## src/rtl/io_map_pkg.sv

```systemverilog
// io_map_pkg: data-memory I/O word map shared by the input mux and the output-port register.
package io_map_pkg;
   localparam logic [5:0] IN0_WORD  = 6'h30;
   localparam logic [5:0] IN1_WORD  = 6'h31;
   localparam logic [5:0] BASE_WORD = 6'h20;
   localparam logic [5:0] STAT_WORD = 6'h28;
   localparam int         VALID_LSB = 0;
   localparam int         OVR_LSB   = 8;
endpackage

```

## src/rtl/io_output_port.sv

```systemverilog
// io_output_port: one output port's data register, unconsumed-data flag and sticky overrun flag.
module io_output_port (
   input  logic        i_clk,
   input  logic        i_rst,
   input  logic        i_wr,
   input  logic        i_ack,
   input  logic        i_ovr_clr,
   input  logic [31:0] i_din,
   output logic [31:0] o_data,
   output logic        o_valid,
   output logic        o_ovr
);
   logic [31:0] r_data;
   logic        r_valid;
   logic        r_ovr;
   logic        w_ack;
   assign w_ack = i_ack & r_valid;
   // an ack in the same cycle as a write consumed the old value, so it is not an overrun
   always_ff @(posedge i_clk) begin
      if (i_rst) begin
         r_data  <= '0;
         r_valid <= 1'b0;
         r_ovr   <= 1'b0;
      end else begin
         if (i_wr) r_data <= i_din;
         r_valid <= i_wr | (r_valid & ~w_ack);
         r_ovr   <= (i_wr & r_valid & ~w_ack) | (r_ovr & ~i_ovr_clr);
      end
   end
   assign o_data  = r_data;
   assign o_valid = r_valid;
   assign o_ovr   = r_ovr;
endmodule

```

## src/rtl/io_output_reg.sv

```systemverilog
// io_output_reg: store-addressed output ports with valid/ack handshake, sticky overrun and readback.
module io_output_reg #(
   parameter int         NPORTS    = 3,
   parameter logic [5:0] BASE_WORD = io_map_pkg::BASE_WORD,
   parameter logic [5:0] STAT_WORD = io_map_pkg::STAT_WORD
) (
   input  logic                 io_clk,
   input  logic                 reset,
   input  logic [31:0]          addr,
   input  logic                 io_wen,
   input  logic [31:0]          io_write_data,
   input  logic [NPORTS-1:0]    out_ack,
   output logic [32*NPORTS-1:0] out_port,
   output logic [NPORTS-1:0]    out_valid,
   output logic [31:0]          io_read_data
);
   import io_map_pkg::*;
   logic [5:0]        w_word;
   logic              w_stat_wr;
   logic [NPORTS-1:0] w_ovr;
   logic [31:0]       w_stat;
   logic [31:0]       w_rd;
   logic              w_unused;
   assign w_word    = addr[7:2];
   assign w_stat_wr = io_wen && (w_word == STAT_WORD);
   assign w_unused  = ^{addr[31:8], addr[1:0]};
   for (genvar n = 0; n < NPORTS; n++) begin : g_port
      io_output_port u_port (
         .i_clk    (io_clk),
         .i_rst    (reset),
         .i_wr     (io_wen && (w_word == 6'(BASE_WORD + n))),
         .i_ack    (out_ack[n]),
         .i_ovr_clr(w_stat_wr && io_write_data[OVR_LSB + n]),
         .i_din    (io_write_data),
         .o_data   (out_port[32*n +: 32]),
         .o_valid  (out_valid[n]),
         .o_ovr    (w_ovr[n])
      );
   end
   always_comb begin
      w_stat = '0;
      w_stat[VALID_LSB +: NPORTS] = out_valid;
      w_stat[OVR_LSB +: NPORTS]   = w_ovr;
   end
   always_comb begin
      w_rd = (w_word == STAT_WORD) ? w_stat : 32'h0;
      for (int i = 0; i < NPORTS; i++)
         if (w_word == 6'(BASE_WORD + i)) w_rd = out_port[32*i +: 32];
   end
   assign io_read_data = w_rd;
endmodule

```

## config.mk

```make
export PLATFORM = sky130hd
export DESIGN_NAME = io_output_reg
export DESIGN_NICKNAME = d
export VERILOG_FILES = /design/src/rtl/io_map_pkg.sv /design/src/rtl/io_output_port.sv /design/src/rtl/io_output_reg.sv
export SDC_FILE = /design/constraint.sdc
export NUM_CORES = 1
export LEC_CHECK = 0
export ABC_AREA = 1
export CORE_MARGIN = 8
export CORE_UTILIZATION = 38
export CTS_CLUSTER_DIAMETER = 150
export CTS_CLUSTER_SIZE = 16
export DETAILED_ROUTE_END_ITERATION = 16
export GPL_TIMING_DRIVEN = 0
export PLACE_DENSITY = 0.76
export SLEW_MARGIN = 20
export SYNTH_ARGS = -nofsm -noshare
export SYNTH_HDL_FRONTEND = slang
export SYNTH_SLANG_ARGS = --single-unit
```

## constraint.sdc

```tcl
create_clock -name io_clk -period 1.5 [get_ports io_clk]
set_clock_uncertainty 0.2 [all_clocks]
set_input_delay 0.3 -clock io_clk [delete_from_list [all_inputs] [get_ports io_clk]]
set_output_delay 0.3 -clock io_clk [all_outputs]
set_load 0.01 [all_outputs]
```

==> results of run 1 <==
## cell type report
class | count | area share (%)
multi-input cells | 525 | 30.28
repair buffers | 242 | 30.20
flip-flops and latches | 102 | 25.07
plain buffers | 40 | 5.928
clock buffers | 11 | 2.956
inverters | 44 | 2.316
well taps | 147 | 2.240
clock inverters | 5 | 1.006
## synth_stat cells
| master | instances |
|---|---|
| nand2_2 | 3 |
| clkbuf_2 | 3 |
| buf_1 | 8 |
| nor2_4 | 2 |
| buf_4 | 6 |
| nor3_4 | 1 |
| nand2_1 | 238 |
| inv_1 | 42 |
| clkbuf_1 | 4 |
| dfxtp_1 | 102 |
| nor2_1 | 206 |
| nor2_2 | 2 |
| buf_6 | 12 |
| buf_2 | 9 |
| inv_2 | 2 |
| o21ai_0 | 32 |
| nand4_1 | 8 |
| a21oi_1 | 3 |
| nand3_1 | 30 |
## timing repair
action,CTS,global route
cloned,6,10
buffers inserted,43,13
hold buffers,0,0
resized for setup,440,204
endpoints found under the setup margin,232,206
endpoints found under the hold margin,0,0
pin swaps,21,51
## flip-flops by register name, indices dropped and copies added (netlist names)
| signal | flops |
|---|---|
| g_port.u_port.o_data | 96 |
| g_port.u_port.o_ovr | 3 |
| g_port.u_port.o_valid | 3 |
## routing by layer
| layer | GRT usage (%) | routed length (um) | vias up |
|---|---|---|---|
| met2 | 38.22 | 9409 | 224 |
| met5 | 0 | 0 | - |
| met4 | 8.068 | 459 | 0 |
| met1 | 26.17 | 8014 | 2517 |
| met3 | 5.696 | 1440 | 30 |
| li1 | - | - | 2663 |
## how the worst min path moves through the flow
stage	slack, ns	cells past startpoint	start	to
6_report	0.08	4	addr[2]	g_port[2].u_port.o_ovr
5_1_grt	0.08	4	addr[2]	g_port[2].u_port.o_ovr
4_1_cts	0.07	4	addr[2]	g_port[2].u_port.o_ovr
3_5_place_dp	0.25	2	g_port[1].u_port.o_ovr	g_port[1].u_port.o_ovr
3_3_place_gp	0.25	2	g_port[1].u_port.o_ovr	g_port[1].u_port.o_ovr
2_1_floorplan	0.17	1	reset	g_port[0].u_port.o_ovr
## cell families after synthesis
| group | synth area share, % |
|---|---|
| AND/OR/NAND/NOR | 42.07 |
| flip-flops | 44.35 |
| buffers and inverters | 9.782 |
| AO/OA/AOI/OAI | 3.804 |
## power by group through the flow
stage,Combinational (uW),Sequential [uW],Clock (uW)
2_1_floorplan,178,2810,0
3_3_place_gp,407,2800,0
4_1_cts,469,2740,2570
6_report,515,2740,2580
3_5_place_dp,409,2800,0
5_1_grt,555,2740,2700
## per-stage QoR
step	total power, uW	setup TNS [ns]	utilization (%)	instances
after detailed placement	3213	-106.69	56.28	1034
after global placement	3210	-105.70	56.28	1034
final	5838	-17.64	68.93	1116
after floorplan	2987	-0.1682	-	713
after CTS	5782	-12.13	65.20	1098
after global routing	5998	-23.85	68.93	1116
## worst reg2reg max path, delay by kind of cell, from the launching register on
| family | cells | cell delay (ns) |
|---|---|---|
| and+or+nand+nor | 2 | 0.28 |
| AOI/OAI and AO/OA | 1 | 0.15 |
| DFF | 1 | 0.36 |
| buffers and inverters | 1 | 0.05 |
==> results.ini, run 1 <==
[die]
die_y_um=126.1
rows=40
coreArea_um2=11910
ioPinCount=201
die_area_um2=15890
chipWidth_um=126.1
start_util_pct=38.66

[synthesis]
ys_types=19
yosysSeqAreaShare_pct=44.35
ys_ff_latch=102
avgSynthCellArea_um2=6.458
synth_top_area_share_pct=44.35
synthesis.instances=713
synth-warning-count=0
netlist_area_um2=4604
synth_nets=783
yosys-top-cells-area=dfxtp_1, nand2_1, nor2_1, o21ai_0, inv_1
synth_top_area_cell=dfxtp_1

[critical_path]
cp_max_fo=7
critPathRequiredTime_ns=1.00
timing.rr.end=g_port[1].u_port.o_ovr
cp_slowest_cell=nor2_4
crit_family=buffers and inverters
path_depth=12
start_kind=primary input
worstSetupPathType=primary input to output port
worst-r2r-cell-count=4
slowest_delay_ns=0.15
r2r-start=g_port[1].u_port.o_valid
startpoint=addr[5]
r2r_setup_slack_ns=0.40
crit_buf_inv=7
crit_arrival_ns=1.41
crit_top_cell=buf_6
end_kind=output port
critPathCapture=io_read_data[6]
crit_chain=buf_6, inv_2, nand2_4, nor2_4, buf_6, nand2_8, clkinv_8, buf_8, buf_6, nand2_2, nand3_2, buf_6

[drt]
route.detailed.drc=0
vias=5434
drt_iter0_drc=408
drt_first_pass_iters=6
routed_wl_mm=19.32
ant_nets=0
routed_via_density=4.869
wl_per_cell_um=17.32

[timing]
rsz0062_at_grt=true
setup_viol=110
timing.hold.ws_ns=0.07954
hold_viol=0
maxSlewViolCount=0
slew_headroom_pct=66.07
fin_crit_sh_pct=127.3
worstMarginPinSlew_ns=0.5090
fmax_mhz=523.9
fin_crit_ns=1.909
worst_slack_ns=-0.4089

[cts]
root_buffer=clkbuf_16
htreeDepth=3
cts_tree=built
cts_buffer_depth=2
clk_latency_ns=0.35
cts_buffers=9
cts_sinks=102
clkTransAtPathRegs_ns=0.07

[final_layout]
nNetsFinal=1034
final_cell_mix=nor2_1, nand2_1, dfxtp_1, buf_6, clkbuf_2
multiInputGateArea_um2=2486
final_common_cell=nor2_1
final_area_um2=8210
area.sequential_um2=2058
diodes=0
fill_cells=995
area_growth_pct=78.32
drive_gt1_share_pct=33.54

[power]
pwr-share-clk_pct=44.2
p_sw_share_pct=23.11
power.internal_uw=4489
p_per_area_nw_per_um2=711.1
ir_drop_mv=0.4986
seqPwrFrac_pct=47.0
power_frac_comb_pct=8.8
cellLeakagePower_uw=0.003944
p_sw_uw=1349

[min_path]
hold_class=primary input to flip-flop

[job]
maxCapViolCount=0

[placement]
preCtsSetupSlack_ns=-1.237
finalWeightedCongestion=0.8551
dp_hpwl_mm=11.79
io_buffers=174
dpl_cell_area_um2=6704

[grt]
grt_start_max_net_pins=17
grt_use_total_pct=22.24
antenna_found_initial=0
grt_pass1_vias=5166
gr-total-overflow=0
grt_pass1_wl_mm=28.15

[status]
violations=negative setup slack
status=finished with violations

No activity file was read; power rests on OpenSTA's default activity.
==> run 2: changes to the inputs <==
- CAP_MARGIN: not set -> 20
- CELL_PAD_IN_SITES_DETAIL_PLACEMENT: not set -> 2
- CELL_PAD_IN_SITES_GLOBAL_PLACEMENT: not set -> 2
- CORE_UTILIZATION: 38 -> 19
- PLACE_DENSITY: 0.76 -> not set
- PLACE_DENSITY_LB_ADDON: not set -> 0.1
==> run 2 against run 1 <==
Compared with the run above:
- the run still ends with negative setup slack left
- worst hold slack gained 0.022 ns
- worst setup slack lost 0.0061 ns
- power shrank 3.3%
- first-iteration DRC count shrank 74%
- combinational power grew 2%
- non-clock buffer count shrank 23
- clock-buffer cell count shrank 2
- clock power shrank 7%
- critical path type unchanged
==> results.ini, run 2 (synthesized netlist as in run 1, its figures left out) <==
[cts]
htreeDepth=3
cts_buffer_depth=2
cts_tree=built
clkTransAtPathRegs_ns=0.08
cts_sinks=102
root_buffer=clkbuf_16
hold_buffers=0
cts_buffers=9
clk_latency_ns=0.36

[status]
violations=negative setup slack
status=finished with violations

[grt]
gr-total-overflow=0
grt_start_max_net_pins=20
grt_pass1_vias=6309
antenna_found_initial=2
grt_pass1_wl_mm=37.04
grt_use_total_pct=16.69

[drt]
drt_first_pass_iters=4
route.detailed.drc=0
routed_via_density=4.231
routed_wl_mm=24.85
ant_nets=0
drt_iter0_drc=107
wl_per_cell_um=19.55
vias=5378

[timing]
maxSlewViolCount=0
worstMarginPinSlew_ns=0.5398
fin_crit_ns=1.915
fin_crit_sh_pct=127.7
setup_viol=40
hold_viol=0
fmax_mhz=522.2
finalSetupTns_ns=-11.68
slew_headroom_pct=64.01
rsz0062_at_grt=true
worst_slack_ns=-0.4150

[die]
ioPinCount=201
chipWidth_um=171.7
coreArea_um2=24030
start_util_pct=19.16
rows=57
die_area_um2=29470
die_y_um=171.7

[critical_path]
end_kind=output port
critPathRequiredTime_ns=1.00
crit_arrival_ns=1.42
crit_family=buffers and inverters
start_kind=primary input
slowest_delay_ns=0.14
crit_buf_inv=8
r2r-start=g_port[2].u_port.o_valid
cp_slowest_cell=nor2_4
r2r_setup_slack_ns=0.35
crit_chain=buf_8, inv_4, nand2_4, nor2_4, nand2_4, inv_8, buf_12, buf_12, buf_16, buf_6, nand2_2, nand3_2, buf_6
cp_max_fo=5
worst-r2r-cell-count=5
worstSetupPathType=primary input to output port
timing.rr.end=g_port[2].u_port.o_ovr

[placement]
finalWeightedCongestion=0.7292
io_buffers=174
dpl_cell_area_um2=6925
dp_cells=1211
preCtsSetupSlack_ns=-1.371
dp_hpwl_mm=17.15

[final_layout]
nNetsFinal=1011
area_growth_pct=82.85
area.sequential_um2=2203
multiInputGateArea_um2=2595
fill_cells=2753
final_cell_mix=nor2_1, nand2_1, clkdlybuf4s15_2, dfxtp_2, buf_6
final_cell_count_no_fill=1271
final_area_um2=8419
drive_gt1_share_pct=43.45
final_common_cell=nor2_1
largest_reg_flops=96

[min_path]
hold_depth=4
worstHoldStart=addr[2]
hold_end=g_port[2].u_port.o_ovr
hold_class=primary input to flip-flop

[power]
ir_drop_mv=0.4660
p_per_area_nw_per_um2=670.3
cellLeakagePower_uw=0.004116

[job]
maxCapViolCount=0

run 2: cell types whose count changed in the layout (fill, tap and decap cells not counted), sizes merged:
cell and delta:
inv +4, buf -3, clkbuf -30, dlygate4sd2 -2, clkinvlp +1, clkdlybuf4s15 +10
bufinv -2, diode +1, clkinv -1
run 2: how the worst max path moves through the flow:
stage	slack, ns	startpoint	cells after the start	end
after floorplan	-0.01	addr[3]	6	io_read_data[21]
final	-0.42	addr[5]	13	io_read_data[31]
after global routing	-0.48	addr[5]	13	io_read_data[31]
after CTS	-0.46	addr[6]	13	io_read_data[31]
after global placement	-1.34	addr[7]	9	io_read_data[1]
after detailed placement	-1.37	addr[7]	9	io_read_data[1]
run 2: per-stage QoR:
| step | utilization (%) | hold WS [ns] | total power [uW] |
|---|---|---|---|
| 6_report | 35.03 | 0.1012 | 5643 |
| 5_1_grt | 35.03 | 0.1139 | 5886 |
| 4_1_cts | 34.05 | 0.08527 | 5742 |
| 3_5_place_dp | 28.81 | 0.2665 | 3256 |
| 3_3_place_gp | 28.81 | 0.2582 | 3243 |
| 2_1_floorplan | - | 0.1691 | 2987 |
run 2: repair_timing:
action | CTS | global route
resized for setup | 652 | 154
pin swaps | 15 | 10
setup buffers | 30 | 5
endpoints found under the setup margin | 233 | 136
gates cloned | 7 | 2
run 2: cell type report:
class	instances	area share [%]
antenna	1	0.02972
timing repair buffer	217	26.04
clock buffer	9	2.675
multi-input combinational	525	30.82
clock inverter	7	0.7728
buffer	42	6.361
inverter	44	2.318
tap	324	4.815
sequential	102	26.17
run 2: tightest hold or removal path, stage by stage:
cell,delay (ns)
buf_6,0.10
nor2_4,0.06
nand4_1,0.09
a21oi_1,0.06
run 2: report_power, final:
part	total, uW	leakage [uW]	internal [uW]	switching (uW)
sequential	2710	0.000871	2690	21.0
clock	2410	0.000140	1170	1240
combinational	526	0.00311	243	283
run 2: layer usage:
metal	track usage, %	share of wire, %
met5	0	0.052
met1	18.18	40
met2	31.15	53
met4	4.234	1.2
met3	4.728	5.3
